==> config.mk <==
export PLATFORM = sky130hd
export DESIGN_NAME = tick_generator
export DESIGN_NICKNAME = d
export VERILOG_FILES = /design/src/rtl/tick_generator_pkg.sv /design/src/rtl/tick_generator_channel.sv /design/src/rtl/tick_generator.sv
export SDC_FILE = /design/constraint.sdc
export NUM_CORES = 1
export LEC_CHECK = 0
export CORE_MARGIN = 4
export CORE_UTILIZATION = 55
export DETAILED_ROUTE_END_ITERATION = 8
export HOLD_SLACK_MARGIN = 0.12
export MAX_ROUTING_LAYER = met4
export PLACE_DENSITY = 0.72
export SYNTH_ARGS = -nofsm -noshare
export SYNTH_HDL_FRONTEND = slang
export SYNTH_SLANG_ARGS = --single-unit
==> constraint.sdc <==
create_clock -name clock_in -period 11.45 [get_ports clock_in]
set_clock_uncertainty 0.2 [all_clocks]
set_input_delay 1.7175 -clock clock_in [delete_from_list [all_inputs] [get_ports clock_in]]
set_output_delay 1.7175 -clock clock_in [all_outputs]
set_load 0.02 [all_outputs]
==> src/rtl/tick_generator_pkg.sv <==
// -----------------------------------------------------------------------------
// tick_generator_pkg
// Shared constants and types for the multi-channel timebase.
//   - Board clock rate and the default divisors for the scoreboard timebases
//     (120 Hz display mux, 60 Hz, 1 Hz game clock, 0.5 Hz slow blink).
//   - Per-channel next-state action type used by tick_channel.
//   - Divisor legality helper used at elaboration time.
// -----------------------------------------------------------------------------
package tick_generator_pkg;

    localparam int DEF_CNT_W = 27;
    localparam int CLK_HZ    = 50000000;

    // 50 MHz / 120 = 416666.67 and 50 MHz / 60 = 833333.33, rounded to nearest.
    localparam logic [DEF_CNT_W-1:0] DIV_120HZ = 27'd416667;
    localparam logic [DEF_CNT_W-1:0] DIV_60HZ  = 27'd833333;
    localparam logic [DEF_CNT_W-1:0] DIV_1HZ   = DEF_CNT_W'(CLK_HZ);
    localparam logic [DEF_CNT_W-1:0] DIV_2S    = DEF_CNT_W'(2 * CLK_HZ);

    // What a channel does on the coming clock edge.
    typedef enum logic [2:0] {
        ACT_CLEAR = 3'd0,   // synchronous restart to count 0
        ACT_HOLD  = 3'd1,   // paused: count and wave hold
        ACT_WRAP  = 3'd2,   // last count: reload 0, strobe tick, drop wave
        ACT_RISE  = 3'd3,   // end of low phase: increment, raise wave
        ACT_COUNT = 3'd4    // plain increment
    } ch_act_t;

    // A divisor is usable when it is at least 2 and representable in w bits.
    function automatic bit div_legal(input logic [63:0] d, input int w);
        bit fits;
        if (w >= 64) begin
            fits = 1'b1;
        end else begin
            fits = (d < (64'd1 << w));
        end
        return (d >= 64'd2) && fits;
    endfunction

endpackage

==> src/rtl/tick_generator_channel.sv <==
// -----------------------------------------------------------------------------
// tick_channel
// One timebase channel: a 0..DIV-1 counter with a registered one-cycle tick at
// the wrap and a registered square wave (low for DIV/2 counts, high for the
// rest, so odd divisors give the extra cycle to the high phase).
// Ports:
//   clock_in  in   system clock, rising edge
//   reset     in   asynchronous active-high reset
//   enable    in   1 = count, 0 = hold count and wave (tick forced low)
//   clear     in   synchronous restart to count 0, overrides enable
//   tick      out  one-cycle strobe every DIV enabled cycles
//   wave      out  square wave
// -----------------------------------------------------------------------------
module tick_channel
    import tick_generator_pkg::*;
#(
    parameter int              CNT_W = DEF_CNT_W,
    parameter logic [CNT_W-1:0] DIV  = CNT_W'(2)
) (
    input  logic clock_in,
    input  logic reset,
    input  logic enable,
    input  logic clear,
    output logic tick,
    output logic wave
);

    // Wrap is an explicit compare against DIV-1; the wave rises when the
    // count leaves H-1, i.e. after H enabled cycles of low phase.
    localparam logic [CNT_W-1:0] LP_LAST = DIV - CNT_W'(1);
    localparam logic [CNT_W-1:0] LP_RISE = (DIV >> 1) - CNT_W'(1);

    logic [CNT_W-1:0] r_cnt;
    logic             r_tick;
    logic             r_wave;
    ch_act_t          w_act;

    // Decode the action for the next edge; clear outranks enable.
    always_comb begin
        w_act = ACT_HOLD;
        if (clear) begin
            w_act = ACT_CLEAR;
        end else if (!enable) begin
            w_act = ACT_HOLD;
        end else if (r_cnt == LP_LAST) begin
            w_act = ACT_WRAP;
        end else if (r_cnt == LP_RISE) begin
            w_act = ACT_RISE;
        end else begin
            w_act = ACT_COUNT;
        end
    end

    // Counter, tick and wave state.
    always_ff @(posedge clock_in or posedge reset) begin
        if (reset) begin
            r_cnt  <= {CNT_W{1'b0}};
            r_tick <= 1'b0;
            r_wave <= 1'b0;
        end else begin
            case (w_act)
                ACT_CLEAR: begin
                    r_cnt  <= {CNT_W{1'b0}};
                    r_tick <= 1'b0;
                    r_wave <= 1'b0;
                end
                ACT_HOLD: begin
                    r_tick <= 1'b0;
                end
                ACT_WRAP: begin
                    r_cnt  <= {CNT_W{1'b0}};
                    r_tick <= 1'b1;
                    r_wave <= 1'b0;
                end
                ACT_RISE: begin
                    r_cnt  <= r_cnt + CNT_W'(1);
                    r_tick <= 1'b0;
                    r_wave <= 1'b1;
                end
                ACT_COUNT: begin
                    r_cnt  <= r_cnt + CNT_W'(1);
                    r_tick <= 1'b0;
                end
                default: begin
                    r_cnt  <= {CNT_W{1'b0}};
                    r_tick <= 1'b0;
                    r_wave <= 1'b0;
                end
            endcase
        end
    end

    assign tick = r_tick;
    assign wave = r_wave;

endmodule

==> src/rtl/tick_generator.sv <==
// -----------------------------------------------------------------------------
// tick_generator
// Multi-channel timebase: NUM_CH independent tick_channel instances sharing
// enable and clear, each with its own integer divisor from DIV_LIST
// (channel i = DIV_LIST[i*CNT_W +: CNT_W]). All outputs are flop outputs.
// Ports:
//   clock_in  in   system clock (50 MHz board clock)
//   reset     in   asynchronous active-high reset
//   enable    in   run (1) / pause (0)
//   clear     in   synchronous restart of every channel
//   tick      out  [NUM_CH] per-channel one-cycle strobe
//   wave      out  [NUM_CH] per-channel square wave
// -----------------------------------------------------------------------------
module tick_generator
    import tick_generator_pkg::*;
#(
    parameter int                      NUM_CH   = 4,
    parameter int                      CNT_W    = DEF_CNT_W,
    parameter logic [NUM_CH*CNT_W-1:0] DIV_LIST = {DIV_2S, DIV_1HZ, DIV_60HZ, DIV_120HZ}
) (
    input  logic              clock_in,
    input  logic              reset,
    input  logic              enable,
    input  logic              clear,
    output logic [NUM_CH-1:0] tick,
    output logic [NUM_CH-1:0] wave
);

    logic [NUM_CH-1:0] w_tick;
    logic [NUM_CH-1:0] w_wave;

    if ((NUM_CH < 1) || (NUM_CH > 8)) begin : g_bad_num_ch
        $error("tick_generator: NUM_CH must be 1..8");
    end

    for (genvar i = 0; i < NUM_CH; i++) begin : g_ch
        if (!div_legal(64'(DIV_LIST[i*CNT_W +: CNT_W]), CNT_W)) begin : g_bad_div
            $error("tick_generator: channel divisor must be >= 2 and < 2**CNT_W");
        end

        tick_channel #(
            .CNT_W (CNT_W),
            .DIV   (DIV_LIST[i*CNT_W +: CNT_W])
        ) u_ch (
            .clock_in (clock_in),
            .reset    (reset),
            .enable   (enable),
            .clear    (clear),
            .tick     (w_tick[i]),
            .wave     (w_wave[i])
        );
    end

    assign tick = w_tick;
    assign wave = w_wave;

endmodule
==> impl_table.tex, run 1 <==
\begin{tabular}{lr}
\hline
Metric & Value \\
\hline
\multicolumn{2}{l}{\textbf{Route}} \\
Total iterations of the first detailed-routing run & 5 \\
Average via count per standard cell & 6.367 \\
Antenna-violating nets left & 0 \\
Number of DRC markers in iteration 0 & 439 \\
DRC viols & 0 \\
DRT Wirelength & 13,930 um \\
Mean routed wirelength per cell & 16.33 um \\
Overall via count from detail\_route & 5,431 \\
\multicolumn{2}{l}{\textbf{Setup path}} \\
Maximum fanout encountered on the critical timing path & 23 \\
Crit end category & flip-flop \\
Kind of start point of the critical path & input port \\
Crit Path Category & in2reg \\
Data required time at the worst endpoint & 11.59 ns \\
Crit path buffers/inverters & 1 \\
Worst-path cell chain & clkdlybuf4s50\_1 > o2111ai\_1 > or4\_1 > or4\_1 > a21oi\_1 \\
Most common cell on crit path & sky130\_fd\_sc\_hd\_\_or4\_1 \\
Crit path DAT & 4.59 ns \\
Cell family with the largest share of critical-path delay & simple AND/OR/NAND/NOR gates \\
Largest stage delay, worst path & 1.03 ns \\
Critical-path cell with the highest stage delay & sky130\_fd\_sc\_hd\_\_clkdlybuf4s50\_1 \\
\multicolumn{2}{l}{\textbf{Synth}} \\
Synth warnings & 0 \\
Post-synth EDFFs & 0 \\
Adder-cell share of the synthesized area & 0.01555 \\
Multiplexer fraction of the synthesized cell area & 0 \\
Share of synthesized area occupied by flip-flops and latches & 0.4508 \\
Synthesized area & 6439 um\^{}2 \\
Number of register bits inferred by synthesis & 116 \\
Count of mapped cells out of synthesis & 698 \\
Syn Area/Cell & 9.224 um\^{}2 \\
Yosys cell types & 55 \\
Share of flip-flops with an asynchronous set or reset & 1.000 \\
Total nets after synthesis & 710 \\
Xor/xnor cell area share of the yosys netlist & 0.05441 \\
Post-synthesis cell type with the largest combined area & sky130\_fd\_sc\_hd\_\_dfrtp\_1 \\
Share of the synthesized area in the top cell type & 0.4508 \\
Simple-Gate Fraction of Synth Area & 0.2880 \\
Post-synthesis compound-gate area fraction & 0.1487 \\
Top cells by area in the synthesized netlist & sky130\_fd\_sc\_hd\_\_dfrtp\_1, sky130\_fd\_sc\_hd\_\_a21oi\_1, sky130\_fd\_sc\_hd\_\_or4\_1, sky130\_fd\_sc\_hd\_\_o31ai\_1, sky130\_fd\_sc\_hd\_\_nand4\_1 \\
Dominant combinational cell family by area after synthesis & simple AND/OR/NAND/NOR gates \\
Post-synth top flop & sky130\_fd\_sc\_hd\_\_dfrtp\_1 \\
\multicolumn{2}{l}{\textbf{Global routing}} \\
Global-route congestion overflow total & 0 \\
Largest net degree at the start of global routing & 73 \\
Total track usage & 0.2319 \\
Antenna violations before repair & 0 \\
First-pass GRT wire length & 24,490 um \\
Number of global-route vias before repair & 5,193 \\
\multicolumn{2}{l}{\textbf{Floorplan}} \\
Std-Cell Core Area & 11,420 um\^{}2 \\
Die X & 116.2 um \\
Die extent in y & 116.2 um \\
Placement row count & 39 \\
Ports & 12 \\
Starting Density & 0.5639 \\
Die Area & 13,500 um\^{}2 \\
\multicolumn{2}{l}{\textbf{STA}} \\
Final-report max-slew violation count & 0 \\
Setup\_tns & 0 ns \\
Number of hold violations in the final report & 0 \\
Transition time at the pin with the least slew margin & 1.079 ns \\
Fin Hold WS & 0.3083 ns \\
Period minus WS final & 4.453 ns \\
Unrepaired setup endpoints after global routing & false \\
Final setup viols & 0 \\
Max Clock Freq & 224.6 MHz \\
Post-route fraction of the period consumed by the critical path & 0.3889 \\
Relative slew slack & 0.2739 \\
Post-layout worst setup margin & 6.997 ns \\
\multicolumn{2}{l}{\textbf{Clock tree}} \\
Inserted Clock Buffers & 17 \\
CTS Root Buffer Type & sky130\_fd\_sc\_hd\_\_clkbuf\_16 \\
Post-cts sizing count & 0 \\
Number of buffers added for setup after CTS & 0 \\
Clock buffer depth & 2 \\
Count of hold buffers inserted by post-cts repair & 0 \\
Clock sink total & 116 \\
Worst-Skew Late Latency & 0.42 ns \\
Reg clk slew, reported paths & 0.05 ns \\
Count of H-tree levels built during CTS & 4 \\
CTS tree & yes \\
\multicolumn{2}{l}{\textbf{Finish}} \\
Final antenna diode count & 0 \\
Area growth from synthesis to layout & 11.02\% \\
Net count reported at finish & 709 \\
Fraction of final layout cells with drive strength greater than 1 & 0.06901 \\
\multicolumn{2}{l}{\textbf{Place}} \\
Final estimated routing congestion in global placement & 0.8609 \\
Total half-perimeter wirelength after legalization and detailed placement & 9018 um \\
Setup slack at placement & 6.601 ns \\
Port buffer count & 11 \\
\multicolumn{2}{l}{\textbf{Outcome}} \\
Outcome & complete, no violations \\
\multicolumn{2}{l}{\textbf{Power and ir drop}} \\
P\_leak & 0.002630 uW \\
Peak supply drop & 0.1295 mV \\
Total power consumption of the routed design & 936.9 uW \\
Cell area power density & 131.1 nW/um\^{}2 \\
\multicolumn{2}{l}{\textbf{Flow run}} \\
MaxCap Viol Count & 0 \\
\multicolumn{2}{l}{\textbf{Min path}} \\
Tightest Hold Check Type & reg2reg \\
\hline
\end{tabular}
## layout by cell type (no fill, tap or decap), drive strengths merged, types with 24 or more instances in the layout
cell type,count
or4,46
clkbuf,29
o21ai,28
nand2,46
o31ai,36
or3,24
nand3,36
inv,24
dfrtp,116
xnor2,25
nor2,53
nand4,35
a21oi,69
## final cells by class
cell class                      instances  area (um^2)
Fill cell                             960         4270
Sequential cell                       116         2903
Multi-Input combinational cell        521         3267
Inverter                               25        96.34
Tap cell                              143        178.9
Clock inverter                          3        15.01
Timing Repair Buffer                   16        147.6
Clock buffer                           29        540.5
## state kept, by name (all words and copies together), names as in the netlist
name             flops
g_ch.u_ch.r_cnt    108
g_ch.u_ch.tick       4
g_ch.u_ch.wave       4
## stage by stage
| stage | area [um^2] | cells | utilization |
|---|---|---|---|
| 3_5_place_dp | 6593 | 821 | 0.5774 |
| 5_1_grt | 7148 | 853 | 0.6260 |
| 3_3_place_gp | 6593 | 821 | 0.5774 |
| 4_1_cts | 7148 | 853 | 0.6260 |
| 6_report | 7148 | 853 | 0.6260 |
| 2_1_floorplan | 6439 | 698 | - |
## where the power goes
group          total (uW)  leakage [uW]  internal [uW]  switching, uW
Combinational        28.4      0.000737           6.69           21.8
Sequential            415       0.00162            413           2.65
Clock                 493      0.000277            316            177
Total                 937       0.00263            735            202
## logic make-up after synthesis
family / after synthesis
AO/OA/AOI/OAI: 154
adder cells (fa/ha/maj): 8
flip-flops: 116
buffers and inverters: 61
XOR/XNOR: 40
AND/OR/NAND/NOR: 319
## cells in the mapped netlist, types with 18 or more instances
library cell,count
sky130_fd_sc_hd__dfrtp_1,116
sky130_fd_sc_hd__a21oi_1,68
sky130_fd_sc_hd__nor2_1,53
sky130_fd_sc_hd__nand2_1,46
sky130_fd_sc_hd__or4_1,43
sky130_fd_sc_hd__nand3_1,36
sky130_fd_sc_hd__nand4_1,35
sky130_fd_sc_hd__o31ai_1,34
sky130_fd_sc_hd__o21ai_0,27
sky130_fd_sc_hd__xnor2_1,25
sky130_fd_sc_hd__inv_1,24
sky130_fd_sc_hd__or3_1,24
sky130_fd_sc_hd__clkbuf_1,18
## worst paths after layout
path | start | to | slack, ns | cells past startpoint
worst min-delay path | g_ch[0].u_ch.wave$_DFFE_PP0N_ | g_ch[0].u_ch.wave$_DFFE_PP0N_ | 0.31 | 2
worst max-delay path | clear | g_ch[0].u_ch.r_cnt[19]$_DFFE_PP0P_ | 7.00 | 5
worst min register to register | g_ch[0].u_ch.wave$_DFFE_PP0N_ | g_ch[0].u_ch.wave$_DFFE_PP0N_ | 0.31 | 2
worst max register to register | g_ch[2].u_ch.r_cnt[8]$_DFFE_PP0P_ | g_ch[2].u_ch.r_cnt[5]$_DFFE_PP0P_ | 8.46 | 4
min in group asynchronous | reset | g_ch[2].u_ch.r_cnt[13]$_DFFE_PP0P_ | 1.52 | 2
max in group asynchronous | reset | g_ch[1].u_ch.r_cnt[20]$_DFFE_PP0P_ | 8.22 | 3
## worst register-to-register path: stages, from the launching register on
cell	delay [ns]
sky130_fd_sc_hd__dfrtp_1	0.42
sky130_fd_sc_hd__or4_1	0.55
sky130_fd_sc_hd__or4_4	0.56
sky130_fd_sc_hd__o31ai_4	0.94
sky130_fd_sc_hd__nor2_1	0.15
## routing by layer
layer  vias to the layer above  GRT usage  part of all wire
met1                      2668     0.3114              0.48
met5                         -          -                 0
met3                        14    0.05596             0.037
met2                       105     0.3475              0.47
met4                         0    0.07811             0.012
li1                       2644          -                 -
Power figures use the tool's default switching activity.
==> run 2, diff against run 1 <==
PLACE_DENSITY = 0.74   (was 0.72)
clock period = 3.7 ns   (was 11.45 ns; I/O delays follow)
==> impl_table.tex, run 2 (synthesized netlist as in run 1, its figures left out) <==
\begin{tabular}{lr}
\hline
Metric & Value \\
\hline
\multicolumn{2}{l}{\textbf{Clock tree}} \\
CTS Root Buffer Type & sky130\_fd\_sc\_hd\_\_clkbuf\_16 \\
CTS tree & yes \\
Count of H-tree levels built during CTS & 4 \\
Reg clk slew, reported paths & 0.05 ns \\
Post-cts sizing count & 0 \\
Worst-Skew Late Latency & 0.42 ns \\
Inserted Clock Buffers & 17 \\
Number of buffers added for setup after CTS & 0 \\
Clock sink total & 116 \\
Count of hold buffers inserted by post-cts repair & 0 \\
Clock buffer depth & 2 \\
\multicolumn{2}{l}{\textbf{Power and ir drop}} \\
Sequential share of power & 0.388 \\
Logic pwr share & 0.029 \\
Cell area power density & 449.5 nW/um\^{}2 \\
Total power consumption of the routed design & 3316 uW \\
Clk network pwr share & 0.584 \\
Peak supply drop & 0.5560 mV \\
Switching power of the nets & 650.4 uW \\
P\_leak & 0.002742 uW \\
Internal power contribution & 2666 uW \\
Switching power as a share of total power & 0.1961 \\
\multicolumn{2}{l}{\textbf{Setup path}} \\
Kind of start point of the critical path & input port \\
Maximum fanout encountered on the critical timing path & 17 \\
Crit path DAT & 3.23 ns \\
Data required time at the worst endpoint & 3.84 ns \\
Crit end category & flip-flop \\
Worst setup path startpoint & enable \\
Worst reg2reg startpoint & g\_ch[2].u\_ch.r\_cnt[8]\$\_DFFE\_PP0P\_ \\
Crit Path Category & in2reg \\
\multicolumn{2}{l}{\textbf{Place}} \\
Port buffer count & 11 \\
Instance count after placement with tap cells included & 832 \\
Post-place instance area & 6689 um\^{}2 \\
Total half-perimeter wirelength after legalization and detailed placement & 9323 um \\
Final estimated routing congestion in global placement & 0.8583 \\
\multicolumn{2}{l}{\textbf{Finish}} \\
FILL cells & 910 \\
Max reg flops & 108 \\
Fraction of final layout cells with drive strength greater than 1 & 0.08599 \\
Footprint of the multi-input gates & 3267 um\^{}2 \\
Net count reported at finish & 720 \\
Non-filler cells in the finished layout & 864 \\
Area growth from synthesis to layout & 14.59\% \\
Register name with the most flops & g\_ch.u\_ch.r\_cnt \\
Most common library cell in the layout ignoring fill and taps & sky130\_fd\_sc\_hd\_\_dfrtp\_1 \\
Leading cell types in the layout, fill and taps excluded & sky130\_fd\_sc\_hd\_\_dfrtp\_1, sky130\_fd\_sc\_hd\_\_a21oi\_1, sky130\_fd\_sc\_hd\_\_nor2\_1 \\
Final antenna diode count & 0 \\
Area occupied by registers & 2903 um\^{}2 \\
Post-route cell area & 7378 um\^{}2 \\
\multicolumn{2}{l}{\textbf{STA}} \\
Final-report max-slew violation count & 0 \\
Max Clock Freq & 323.7 MHz \\
Setup\_tns & 0 ns \\
Final setup viols & 0 \\
Period minus WS final & 3.089 ns \\
Relative slew slack & 0.4880 \\
Fin Hold WS & 0.3140 ns \\
Unrepaired setup endpoints after global routing & false \\
Transition time at the pin with the least slew margin & 0.7610 ns \\
Post-route fraction of the period consumed by the critical path & 0.8348 \\
Number of hold violations in the final report & 0 \\
\multicolumn{2}{l}{\textbf{Floorplan}} \\
Starting Density & 0.5639 \\
Die Area & 13,500 um\^{}2 \\
Placement row count & 39 \\
Die X & 116.2 um \\
Ports & 12 \\
Std-Cell Core Area & 11,420 um\^{}2 \\
Die extent in y & 116.2 um \\
\multicolumn{2}{l}{\textbf{Global routing}} \\
Total track usage & 0.2317 \\
Largest net degree at the start of global routing & 59 \\
Antenna violations before repair & 0 \\
First-pass GRT wire length & 24,380 um \\
Global-route congestion overflow total & 0 \\
Number of global-route vias before repair & 5,120 \\
\multicolumn{2}{l}{\textbf{Route}} \\
DRC viols & 0 \\
Total iterations of the first detailed-routing run & 5 \\
Number of DRC markers in iteration 0 & 548 \\
DRT Wirelength & 14,220 um \\
Antenna-violating nets left & 0 \\
Mean routed wirelength per cell & 16.46 um \\
Overall via count from detail\_route & 5,500 \\
Average via count per standard cell & 6.366 \\
\multicolumn{2}{l}{\textbf{Flow run}} \\
MaxCap Viol Count & 0 \\
\multicolumn{2}{l}{\textbf{Min path}} \\
Tightest Hold Check Type & reg2reg \\
Launch instance of the worst min-delay path & g\_ch[1].u\_ch.wave\$\_DFFE\_PP0N\_ \\
\multicolumn{2}{l}{\textbf{Outcome}} \\
Outcome & complete, no violations \\
\hline
\end{tabular}
==> run 2: cell count changes in the layout (fill, tap and decap cells not counted) <==
cell | previous run | this run
sky130_fd_sc_hd__inv_4 | 1 | 0
sky130_fd_sc_hd__bufinv_16 | 0 | 7
sky130_fd_sc_hd__buf_12 | 0 | 1
sky130_fd_sc_hd__clkbuf_8 | 7 | 2
sky130_fd_sc_hd__clkinvlp_4 | 0 | 1
sky130_fd_sc_hd__buf_4 | 5 | 15
sky130_fd_sc_hd__clkbuf_1 | 5 | 3
==> run 2: path summary, 6_finish.rpt <==
path                                                 endpoint  slack [ns]  cells past startpoint
hold reg to reg                 g_ch[1].u_ch.wave$_DFFE_PP0N_        0.31                      2
setup / recovery           g_ch[3].u_ch.r_cnt[21]$_DFFE_PP0P_        0.61                      5
setup reg to reg           g_ch[2].u_ch.r_cnt[23]$_DFFE_PP0P_        1.06                      5
hold / removal                  g_ch[1].u_ch.wave$_DFFE_PP0N_        0.31                      2
min in group asynchronous   g_ch[3].u_ch.r_cnt[7]$_DFFE_PP0P_        0.34                      2
max in group asynchronous  g_ch[2].u_ch.r_cnt[22]$_DFFE_PP0P_        2.15                      3
==> run 2: layer usage <==
| layer | part of all wire | global-route usage | up-vias | routed length, um |
|---|---|---|---|---|
| li1 | - | - | 2663 | - |
| met3 | 0.040 | 0.04819 | 23 | 569 |
| met2 | 0.47 | 0.3529 | 126 | 6725 |
| met5 | 0 | - | - | 0 |
| met1 | 0.47 | 0.3095 | 2688 | 6689 |
| met4 | 0.017 | 0.08198 | 0 | 236 |
==> run 2: metrics by stage <==
stage          utilization  setup WS (ns)
6_report            0.6462         0.6111
3_5_place_dp        0.5858         0.2871
3_3_place_gp        0.5858         0.3782
4_1_cts             0.6462         0.6745
2_1_floorplan            -          1.284
5_1_grt             0.6462         0.4771
==> run 2: critical path, cell delays in order <==
cell	delay, ns
sky130_fd_sc_hd__clkdlybuf4s50_1	0.91
sky130_fd_sc_hd__o211ai_1	0.33
sky130_fd_sc_hd__or4_1	0.73
sky130_fd_sc_hd__or4_1	0.53
sky130_fd_sc_hd__a21oi_1	0.17
==> run 2: power by group through the flow <==
stage	clock, uW	sequential, uW	combinational [uW]
2_1_floorplan	0	1300	64.2
3_3_place_gp	0	1310	93.6
3_5_place_dp	0	1310	96.2
4_1_cts	1950	1280	97.1
5_1_grt	2020	1290	110
6_report	1940	1290	95.7
==> run 2: cell type report <==
cell class                      count  share of cell area
Clock buffer                       22             0.06291
Multi-Input combinational cell    521              0.4428
Tap cell                          143             0.02425
Clock inverter                     10             0.03052
Timing Repair Buffer               27             0.03290
Sequential cell                   116              0.3934
Inverter                           25             0.01323
==> run 3, diff against run 2 <==
clock period = 2.7 ns   (was 3.7 ns; I/O delays follow)
==> impl_table.tex, run 3 (synthesized netlist as in run 1, its figures left out) <==
\begin{tabular}{lr}
\hline
Metric & Value \\
\hline
\multicolumn{2}{l}{\textbf{Clock tree}} \\
Worst-Skew Late Latency & 0.43 ns \\
Count of H-tree levels built during CTS & 4 \\
Count of hold buffers inserted by post-cts repair & 0 \\
Number of buffers added for setup after CTS & 0 \\
Reg clk slew, reported paths & 0.05 ns \\
CTS tree & yes \\
Post-cts sizing count & 0 \\
Clock sink total & 116 \\
Inserted Clock Buffers & 17 \\
Clock buffer depth & 2 \\
CTS Root Buffer Type & sky130\_fd\_sc\_hd\_\_clkbuf\_16 \\
\multicolumn{2}{l}{\textbf{Finish}} \\
Final antenna diode count & 0 \\
Finished Core Util & 0.6615 \\
Max reg flops & 108 \\
Most common library cell in the layout ignoring fill and taps & sky130\_fd\_sc\_hd\_\_dfrtp\_1 \\
FILL cells & 882 \\
Area occupied by registers & 2903 um\^{}2 \\
Net count reported at finish & 748 \\
Leading cell types in the layout, fill and taps excluded & sky130\_fd\_sc\_hd\_\_dfrtp\_1, sky130\_fd\_sc\_hd\_\_a21oi\_1, sky130\_fd\_sc\_hd\_\_nor2\_1 \\
Area growth from synthesis to layout & 17.31\% \\
Fraction of final layout cells with drive strength greater than 1 & 0.1166 \\
Register name with the most flops & g\_ch.u\_ch.r\_cnt \\
Post-route cell area & 7553 um\^{}2 \\
Footprint of the multi-input gates & 3267 um\^{}2 \\
\multicolumn{2}{l}{\textbf{Setup path}} \\
Crit Path Category & reg2reg \\
Capturing point of the worst reg2reg path & g\_ch[2].u\_ch.wave\$\_DFFE\_PP0N\_ \\
Maximum fanout encountered on the critical timing path & 5 \\
Destination of the critical timing path & g\_ch[2].u\_ch.wave\$\_DFFE\_PP0N\_ \\
Data required time at the worst endpoint & 2.85 ns \\
Worst reg2reg setup slack & 0.18 ns \\
Worst setup path startpoint & g\_ch[2].u\_ch.r\_cnt[8]\$\_DFFE\_PP0P\_ \\
Crit path DAT & 2.67 ns \\
Worst Reg-to-Reg Cells & 4 \\
Worst reg2reg startpoint & g\_ch[2].u\_ch.r\_cnt[8]\$\_DFFE\_PP0P\_ \\
Kind of start point of the critical path & flip-flop \\
Crit end category & flip-flop \\
\multicolumn{2}{l}{\textbf{Place}} \\
Port buffer count & 11 \\
Final estimated routing congestion in global placement & 0.8814 \\
Total half-perimeter wirelength after legalization and detailed placement & 10,000 um \\
Post-place instance area & 6987 um\^{}2 \\
\multicolumn{2}{l}{\textbf{Floorplan}} \\
Std-Cell Core Area & 11,420 um\^{}2 \\
Ports & 12 \\
Die X & 116.2 um \\
Die extent in y & 116.2 um \\
Die Area & 13,500 um\^{}2 \\
Placement row count & 39 \\
Starting Density & 0.5639 \\
\multicolumn{2}{l}{\textbf{STA}} \\
Transition time at the pin with the least slew margin & 0.5638 ns \\
Max Clock Freq & 396.6 MHz \\
Relative slew slack & 0.6233 \\
Final setup viols & 0 \\
Period minus WS final & 2.521 ns \\
Number of hold violations in the final report & 0 \\
Unrepaired setup endpoints after global routing & false \\
Final-report max-slew violation count & 0 \\
Post-route fraction of the period consumed by the critical path & 0.9338 \\
\multicolumn{2}{l}{\textbf{Global routing}} \\
Global-route congestion overflow total & 0 \\
Met2 Usage GRT & 0.3997 \\
First-pass GRT wire length & 26,480 um \\
GR met3 Demand/Resource & 0.06010 \\
Number of global-route vias before repair & 5,623 \\
Most utilized layer in the global route result & met2 \\
Largest net degree at the start of global routing & 35 \\
Antenna violations before repair & 0 \\
GR met1 Demand/Resource & 0.3175 \\
Total track usage & 0.2523 \\
\multicolumn{2}{l}{\textbf{Outcome}} \\
Outcome & complete, no violations \\
\multicolumn{2}{l}{\textbf{Power and ir drop}} \\
Peak supply drop & 0.4239 mV \\
P\_leak & 0.002842 uW \\
Cell area power density & 542.6 nW/um\^{}2 \\
\multicolumn{2}{l}{\textbf{Route}} \\
Overall via count from detail\_route & 5,698 \\
Mean routed wirelength per cell & 16.97 um \\
Total iterations of the first detailed-routing run & 5 \\
Average via count per standard cell & 6.409 \\
DRT Wirelength & 15,090 um \\
Antenna-violating nets left & 0 \\
Number of DRC markers in iteration 0 & 570 \\
DRC viols & 0 \\
\multicolumn{2}{l}{\textbf{Flow run}} \\
MaxCap Viol Count & 0 \\
\multicolumn{2}{l}{\textbf{Min path}} \\
Tightest Hold Check Type & in2async \\
\hline
\end{tabular}
-- run 3: changes by cell type in the layout (fill, tap and decap cells not counted) --
cell                        before  now
sky130_fd_sc_hd__clkbuf_8        2    4
sky130_fd_sc_hd__buf_4          15   36
sky130_fd_sc_hd__buf_12          1    8
sky130_fd_sc_hd__bufinv_16       7    2
-- run 3: metal layers --
layer	share of wire	routed length (um)
met5	0	0
met4	0.017	258
met3	0.047	704
met2	0.49	7430
met1	0.44	6693
-- run 3: worst max-delay path: stages, from the launching register on --
cell	delay, ns
sky130_fd_sc_hd__dfrtp_1	0.42
sky130_fd_sc_hd__or4_1	0.58
sky130_fd_sc_hd__or4_4	0.57
sky130_fd_sc_hd__or4_4	0.55
sky130_fd_sc_hd__a21oi_2	0.14
-- run 3: report_power, final --
part | total (uW) | internal (uW) | switching [uW]
logic | 156 | 56.4 | 99.4
clock network | 2180 | 1430 | 750
registers | 1760 | 1750 | 10.9
total | 4100 | 3240 | 860
-- run 3: through the flow --
step                      setup TNS [ns]  instances  setup slack [ns]  total power (uW)  hold WS (ns)
after CTS                              0        889            0.1930              4136        0.1958
after floorplan                        0        698            0.2837              1876        0.2817
after detailed placement          -2.707        860           -0.1163              1949        0.3095
after global placement            -1.231        860          -0.05060              1943        0.3056
after global routing                   0        889            0.1419              4232        0.2358
final                                  0        889            0.1788              4099        0.1885
-- run 3: how the worst min path moves through the flow --
stage	from	to	slack [ns]	cells after the start
4_1_cts	reset	g_ch[3].u_ch.r_cnt[26]$_DFFE_PP0P_	0.20	2
3_5_place_dp	g_ch[0].u_ch.wave$_DFFE_PP0N_	g_ch[0].u_ch.wave$_DFFE_PP0N_	0.31	2
2_1_floorplan	g_ch[3].u_ch.wave$_DFFE_PP0N_	g_ch[3].u_ch.wave$_DFFE_PP0N_	0.28	1
5_1_grt	reset	g_ch[3].u_ch.r_cnt[23]$_DFFE_PP0P_	0.24	2
3_3_place_gp	g_ch[1].u_ch.wave$_DFFE_PP0N_	g_ch[1].u_ch.wave$_DFFE_PP0N_	0.31	2
6_report	reset	g_ch[3].u_ch.r_cnt[21]$_DFFE_PP0P_	0.19	2
-- run 3: cell type report --
class | count | share of cell area
timing repair buffer | 55 | 0.07156
multi-input combinational | 521 | 0.4325
clock buffer | 24 | 0.06510
sequential | 116 | 0.3843
tap | 143 | 0.02369
clock inverter | 5 | 0.009939
inverter | 25 | 0.01292
